## src/rtl/matmul_sched_pkg.sv

```systemverilog
// Shared types for the time-multiplexed matrix-multiply sequencer.
package matmul_sched_pkg;

   localparam int DW = 32;

   typedef enum logic [1:0] {
      IDLE,
      RUN,
      GAP,
      FIN
   } state_t;

endpackage

```

## src/rtl/matmul_sched_if.sv

```systemverilog
// Operand/result bus between the sequencer and the single vecmul dot-product unit.
interface matmul_sched_if
   import matmul_sched_pkg::*;
#(
   parameter int MIDDLE = 3
) ();

   logic                         vm_en;
   logic [MIDDLE-1:0][DW-1:0]    vm_in1;
   logic [MIDDLE-1:0][DW-1:0]    vm_in2;
   logic [DW-1:0]                vm_result;
   logic                         vm_done;

   modport master (
      output vm_en,
      output vm_in1,
      output vm_in2,
      input  vm_result,
      input  vm_done
   );

   modport slave (
      input  vm_en,
      input  vm_in1,
      input  vm_in2,
      output vm_result,
      output vm_done
   );

endinterface

```

## src/rtl/matmul_sched.sv

```systemverilog
// Computes C = A x B one dot product at a time through a shared vecmul unit,
// row-major over C, with a per-product hang timeout.
//
//   state | meaning
//   IDLE  | waiting for start; result and err hold their last values
//   RUN   | vecmul enabled on row i of A / column j of B, waiting for vm_done
//   GAP   | one cycle with vecmul disabled so it restarts; advance (i,j)
//   FIN   | one-cycle done pulse, then back to IDLE
module matmul_sched
   import matmul_sched_pkg::*;
#(
   parameter int LEFT    = 2,
   parameter int MIDDLE  = 3,
   parameter int RIGHT   = 4,
   parameter int TIMEOUT = 64
) (
   input  logic                                  clk,
   input  logic                                  rst_n,
   input  logic                                  start,
   input  logic [LEFT-1:0][MIDDLE-1:0][DW-1:0]   in1,
   input  logic [MIDDLE-1:0][RIGHT-1:0][DW-1:0]  in2,
   output logic                                  busy,
   output logic                                  done,
   output logic                                  err,
   output logic [LEFT-1:0][RIGHT-1:0][DW-1:0]    result,
   matmul_sched_if.master                        vm
);

   localparam int IW = $clog2((LEFT  > 2) ? LEFT  : 2);
   localparam int JW = $clog2((RIGHT > 2) ? RIGHT : 2);
   localparam int TW = $clog2(TIMEOUT);

   localparam logic [IW-1:0] I_LAST = IW'(LEFT - 1);
   localparam logic [JW-1:0] J_LAST = JW'(RIGHT - 1);
   localparam logic [TW-1:0] T_LAST = TW'(TIMEOUT - 1);

   state_t                                state_q;
   logic [IW-1:0]                         i_q;
   logic [JW-1:0]                         j_q;
   logic [TW-1:0]                         timer_q;
   logic                                  vm_en_q;
   logic [LEFT-1:0][MIDDLE-1:0][DW-1:0]   a_q;
   logic [MIDDLE-1:0][RIGHT-1:0][DW-1:0]  b_q;

   // Operands come straight from the latched copies, so they stay stable for the whole RUN.
   always_comb begin
      vm.vm_in1 = a_q[i_q];
      vm.vm_in2 = '0;
      for (int k = 0; k < MIDDLE; k++) begin
         vm.vm_in2[k] = b_q[k][j_q];
      end
   end

   assign vm.vm_en = vm_en_q;

   always_ff @(posedge clk or negedge rst_n) begin
      if (!rst_n) begin
         state_q <= IDLE;
         i_q     <= '0;
         j_q     <= '0;
         timer_q <= '0;
         vm_en_q <= 1'b0;
         a_q     <= '0;
         b_q     <= '0;
         busy    <= 1'b0;
         done    <= 1'b0;
         err     <= 1'b0;
         result  <= '0;
      end else begin
         done <= 1'b0;
         case (state_q)
            IDLE: begin
               if (start) begin
                  a_q     <= in1;
                  b_q     <= in2;
                  result  <= '0;
                  err     <= 1'b0;
                  i_q     <= '0;
                  j_q     <= '0;
                  timer_q <= '0;
                  busy    <= 1'b1;
                  vm_en_q <= 1'b1;
                  state_q <= RUN;
               end
            end
            RUN: begin
               timer_q <= timer_q + 1'b1;
               // A completion on the terminal cycle still counts as a good product.
               if (vm.vm_done) begin
                  result[i_q][j_q] <= vm.vm_result;
                  vm_en_q          <= 1'b0;
                  state_q          <= GAP;
               end else if (timer_q == T_LAST) begin
                  err     <= 1'b1;
                  vm_en_q <= 1'b0;
                  done    <= 1'b1;
                  state_q <= FIN;
               end
            end
            GAP: begin
               if (j_q == J_LAST) begin
                  j_q <= '0;
                  i_q <= (i_q == I_LAST) ? '0 : i_q + 1'b1;
               end else begin
                  j_q <= j_q + 1'b1;
               end
               if (i_q == I_LAST && j_q == J_LAST) begin
                  done    <= 1'b1;
                  state_q <= FIN;
               end else begin
                  timer_q <= '0;
                  vm_en_q <= 1'b1;
                  state_q <= RUN;
               end
            end
            FIN: begin
               busy    <= 1'b0;
               state_q <= IDLE;
            end
            default: state_q <= IDLE;
         endcase
      end
   end

endmodule

```

## src/flat_wrapper.sv

```systemverilog
// flat-port wrapper written by rule: the top's interface ports become plain ports
module matmul_sched_flat import matmul_sched_pkg::*;
#(
   parameter int LEFT    = 2,
   parameter int MIDDLE  = 3,
   parameter int RIGHT   = 4,
   parameter int TIMEOUT = 64
)
  (clk, rst_n, start, in1, in2, busy, done, err, result, vm_vm_en, vm_vm_in1, vm_vm_in2, vm_vm_result, vm_vm_done);
  matmul_sched_if #(.MIDDLE(MIDDLE)) vm_i ();
  input  logic clk;
  input  logic rst_n;
  input  logic start;
  input  logic [LEFT-1:0][MIDDLE-1:0][DW-1:0] in1;
  input  logic [MIDDLE-1:0][RIGHT-1:0][DW-1:0] in2;
  output logic busy;
  output logic done;
  output logic err;
  output logic [LEFT-1:0][RIGHT-1:0][DW-1:0] result;
  output wire logic [$bits(vm_i.vm_en)-1:0] vm_vm_en;
  output wire logic [$bits(vm_i.vm_in1)-1:0] vm_vm_in1;
  output wire logic [$bits(vm_i.vm_in2)-1:0] vm_vm_in2;
  input wire logic [$bits(vm_i.vm_result)-1:0] vm_vm_result;
  input wire logic [$bits(vm_i.vm_done)-1:0] vm_vm_done;
  assign vm_vm_en = vm_i.vm_en;
  assign vm_vm_in1 = vm_i.vm_in1;
  assign vm_vm_in2 = vm_i.vm_in2;
  assign vm_i.vm_result = vm_vm_result;
  assign vm_i.vm_done = vm_vm_done;
  matmul_sched #(.LEFT(LEFT), .MIDDLE(MIDDLE), .RIGHT(RIGHT), .TIMEOUT(TIMEOUT)) u_core (.clk(clk), .rst_n(rst_n), .start(start), .in1(in1), .in2(in2), .busy(busy), .done(done), .err(err), .result(result), .vm(vm_i));
endmodule
```

## config.mk

```make
export PLATFORM = sky130hd
export DESIGN_NAME = matmul_sched_flat
export DESIGN_NICKNAME = d
export VERILOG_FILES = /design/src/rtl/matmul_sched_pkg.sv /design/src/rtl/matmul_sched_if.sv /design/src/rtl/matmul_sched.sv /design/src/flat_wrapper.sv
export SDC_FILE = /design/constraint.sdc
export NUM_CORES = 2
export LEC_CHECK = 0
export ABC_AREA = 1
export CAP_MARGIN = 20
export CORE_AREA = 5 5 411 413
export CTS_BUF_LIST = sky130_fd_sc_hd__clkbuf_4 sky130_fd_sc_hd__clkbuf_8
export DETAILED_ROUTE_END_ITERATION = 10
export DIE_AREA = 0 0 416 418
export MAX_ROUTING_LAYER = met4
export PLACE_DENSITY = 0.42
export SYNTH_ARGS = -nofsm -noshare
export SYNTH_HDL_FRONTEND = slang
export SYNTH_SLANG_ARGS = --single-unit
```

## constraint.sdc

```tcl
create_clock -name clk -period 6.2 [get_ports clk]
set_input_delay 1.55 -clock clk [delete_from_list [all_inputs] [get_ports clk]]
set_output_delay 1.55 -clock clk [all_outputs]
set_load 0.01 [all_outputs]
```

---- Yosys cells after proc, flatten, opt, wreduce, memory -nomap -nowiden ----
Index checks and enable logic that the tools add are counted.
cells by class
  $add $sub $neg .......................... 3
  magnitude comparators ................... 4
  multiplexer cells ....................... 44
  reductions and logical operators ........ 17
  eq/ne operators ......................... 12
operators by type and width
  operator               count
  $mux W256              2
  $pmux W256 S2          1
  $bwmux W256            1
  $bmux W32 S2           3
  $mux W96               2
  $demux W128 S1         1
  $mux W128              1
  $mux W32               4
  $demux W32 S2          1
  $pmux W6 S3            1
  $mux W1                12
  $mux W2                6
  $mux W6                2
  $reduce_and A3 Y1      3
  $ne A2 B2 Y1 const B   4
  $pmux W1 S2            4
  $pmux W2 S4            1
  $reduce_and A2 Y1      4
  $reduce_and A4 Y1      2
  $add A6 B1 Y6 const B  1
  $eq A2 B2 Y1 const B   3
  $eq A6 B6 Y1 const B   1
  $reduce_bool A2 Y1     3
  $ne A2 B1 Y1 const B   2
  other kinds (13)       15
storage, ports and cells
  bits of input ports ..................... 612
  register bits ........................... 847

---- Depth between registers and ports, before layout ----
  word-level depth ........................ 9
  gate-level depth with buffers ........... 11
  mapped depth without buffers ............ 8

---- Worst setup path after synthesis ----
Ideal clock, no wire load.
  path kind ............................... reg-to-output
  start ................................... reg u_core.j_q[0]
  end ..................................... out vm_vm_in2[32]
  cell stages (with the launch flop) ...... 7
  slack ................................... 3.199 ns
  data arrival time ....................... 1.451 ns
  cells stage by stage .................... dfrtp_1 > buf_2 > inv_1 > buf_2 > clkbuf_1 > nor2_1 > o22ai_1
on the way
  cells in the longest elaborated chain, start to end .. 2
RTL lines
  what                            line                 RTL
  start, declared                 matmul_sched.sv:39   logic [JW-1:0] j_q;
  start signal, assigned          matmul_sched.sv:105  j_q <= j_q + 1'b1;
  $bmux W32 S2                    matmul_sched.sv:50   vm.vm_in2[k] = b_q[k][j_q];
  $mux W32 (implied by the code)  matmul_sched.sv:50
  end, declared                   flat_wrapper.sv:22   output wire logic [$bits(vm_i.vm_in2)-1:0] vm_vm_in2;
Every way passes these cells. The select of a mux whose other input is x is not followed.

---- Worst setup path after layout ----
  start ................................... reg u_core.j_q[0]
  end ..................................... out vm_vm_in2[38]
The elaborated chain is that of the path after synthesis.

==> results.toml <==
[outcome]
status = "finished, final reports clean"

[routing]
finalWirelength_mm = 180
viasPerCell = 4.26
vias = 33900
wl_per_cell_um = 22.6
ant_nets = 0
drt-initial-drc-count = 2755
drt_pre_antenna_iters = 5
drc = 0

[sta]
fin_hold_ws_ns = 0.468
rsz0062_at_grt = "false"
timing.setup.tns_ns = 0
finClkSkew_ns = 0.0438
fmax_mhz = 188
slew_headroom_pct = 29.7
min_period_ns = 5.32
maxSlewViolCount = 0
setup_viol = 0
hold_violations = 0
worst_pin_slew_ns = 1.06
finalCritPeriodShare_pct = 85.8

[floorplanning]
std_cell_rows = 149
dieArea_sq_mm = 0.174
die_w_um = 416
die_h_um = 418
core-area_sq_mm = 0.164
start_util_pct = 21.9
io_pins = 1064

[worst_setup_path]
critPathArrivalTime_ns = 3.77
cp.required_ns = 4.65
crit_path_end_kind = "output port"
r2r-start = "u_core.j_q[0]$_DFFE_PN0P_"
cp_max_fo = 64
r2r_end = "u_core.result[96]$_DFFE_PN0P_"
rrSetupSlack_ns = 2.89
r2r_cells = 8
cp-start-kind = "register"
crit_type = "register to output port"

[clocking]
cts_root_buf = "clkbuf_8"
clk_pin_slew_worst_paths_ns = 0.05
cts_buffer_depth = 3
cts_buffers = 167
cts_sinks = 847
ctsResizeCount = 0
post_cts_buffers = 0
htree_levels = 4
clock_latency_ns = 0.87
cts_tree = "yes"
postCtsHoldBufs = 0

[yosys]
yosysSeqAreaShare_pct = 59.0
yosysWarnings = 0
synth_cell_types = 20
synth_nets = 5179
syn_area_sq_mm = 0.0360
postSynthCellCount = 4558
yosys_register_bits = 847
avgSynthCellArea_sq_um = 7.89

[pwr]
power_frac_seq_pct = 35.5
internal_power_w = 0.0152
p_sw_w = 0.0102
netSwitchingFraction_pct = 40.1
ir_drop_mv = 0.316
total_leakage_power_nw = 26.4
p_clk_share_pct = 24.7
comb_power_share_pct = 39.8
pwr_density_cell_mw_per_mm2 = 480

[min_path]
min_path_type = "register to register"
holdPathStages = 2
worstHoldStart = "u_core.result[177]$_DFFE_PN0P_"
hold_end = "u_core.result[177]$_DFFE_PN0P_"

[run]
cap_violations = 0

[grt]
grt-ovfl-total = 0
antenna_found_initial = 89
first_global_vias = 33600
grt_max_degree = 194
groute.usage.overall_pct = 20.5
grt_pass1_wl_mm = 253

[layout]
drive_gt1_share_pct = 6.50
mostFrequentLayoutCell = "nand2_1"
synthToLayoutAreaGrowth_pct = 46.8
final_net_count = 6213
layout_common_cells = "nand2_1, clkdlybuf4s50_1, dfrtp_1, nor2_1, clkbuf_8"
fillCellCount = 17700

[placement]
io_buffers = 1063
finalWeightedCongestion = 0.874
dp_hpwl_mm = 128
-- power by group through the flow --
stage,logic (W),registers (W),clock network (W)
4_1_cts,0.0103,0.00899,0.00648
2_1_floorplan,0.00499,0.00861,0
6_report,0.0101,0.00900,0.00625
3_3_place_gp,0.0102,0.00908,0
5_1_grt,0.0111,0.00925,0.00673
3_5_place_dp,0.0103,0.00902,0
-- metal layers --
layer	part of all wire, %	wire, um	track usage, %	vias to the layer above
li1	-	-	-	16200
met1	41	73300	24.3	16300
met2	50	89100	33.8	1166
met3	6.9	12300	5.53	278
met4	2.8	5000	6.72	0
met5	0	0	-	-
-- metrics by stage --
step	cell area [sq um]	total power [W]	cells	utilization, %	worst slack, ns
finish	52800	0.0253	7960	32.1	0.883
global route	52700	0.0271	7954	32.1	0.633
CTS	52600	0.0258	7901	32.0	0.773
detailed placement	49000	0.0193	7612	29.8	1.77
global placement	49000	0.0193	7611	29.8	1.72
floorplan	36000	0.0136	4558	-	3.20
-- worst max-delay path, stage by stage (launching register included) --
cell	delay (ns)
dfrtp_4	0.73
inv_6	0.54
buf_4	0.45
o21ai_0	0.13
o22ai_1	0.34
clkdlybuf4s50_1	0.66
-- area by class of cell --
class | instances | area, sq um | share of cell area, %
Timing Repair Buffer | 1127 | 11400 | 21.5
Antenna cell | 59 | 148 | 0.280
Sequential cell | 847 | 21200 | 40.2
Multi-Input combinational cell | 3389 | 13400 | 25.4
Clock buffer | 263 | 3280 | 6.21
Tap cell | 2189 | 2740 | 5.19
Clock inverter | 26 | 365 | 0.692
Inverter | 60 | 243 | 0.460
-- flip-flops by register name, indices dropped and copies added (netlist names) --
register	flops
u_core.b_q	384
u_core.timer_q	6
u_core.i_q	1
u_core.busy	1
u_core.state_q	2
u_core.done	1
u_core.result	256
u_core.a_q	192
u_core.err	1
u_core.vm.vm_en	1
u_core.j_q	2
-- synth_stat cells --
cell type | instances | share of area [%]
a21boi_0 | 1 | 0.021
a21oi_1 | 2 | 0.028
buf_1 | 7 | 0.073
buf_2 | 134 | 1.9
buf_4 | 1 | 0.021
clkbuf_1 | 120 | 1.3
dfrtp_1 | 847 | 59
ha_1 | 9 | 0.31
inv_1 | 56 | 0.58
inv_2 | 4 | 0.042
nand2_1 | 2812 | 29
nand3_1 | 10 | 0.14
nand4_1 | 6 | 0.10
nor2_1 | 234 | 2.4
o211ai_1 | 8 | 0.17
o21a_1 | 1 | 0.021
o21ai_0 | 207 | 2.9
o21ai_2 | 1 | 0.024
o22ai_1 | 97 | 1.7
or2_2 | 1 | 0.017
-- worst max path at each step --
stage / start / end / slack (ns) / cells past startpoint
2_1_floorplan: u_core.j_q[0]$_DFFE_PN0P_ / vm_vm_in2[32] / 3.20 / 6
3_3_place_gp: start / u_core.result[46]$_DFFE_PN0P_ / 1.72 / 8
3_5_place_dp: start / u_core.result[17]$_DFFE_PN0P_ / 1.77 / 8
4_1_cts: u_core.j_q[0]$_DFFE_PN0P_ / vm_vm_in2[38] / 0.77 / 5
5_1_grt: u_core.j_q[0]$_DFFE_PN0P_ / vm_vm_in2[40] / 0.63 / 5
6_report: u_core.j_q[0]$_DFFE_PN0P_ / vm_vm_in2[38] / 0.88 / 5
-- kinds of logic (layout without fill, tap and decap cells) --
kind of cell	count (synthesis)	in the layout	share of synthesized area, %
AO/OA/AOI/OAI	317	317	4.83
adder cells (fa/ha/maj)	9	9	0.313
buffers and inverters	322	1476	3.84
flip-flops	847	847	59.0
other	0	59	0
AND/OR/NAND/NOR	3063	3063	32.1
No activity file was read; power rests on OpenSTA's default activity.
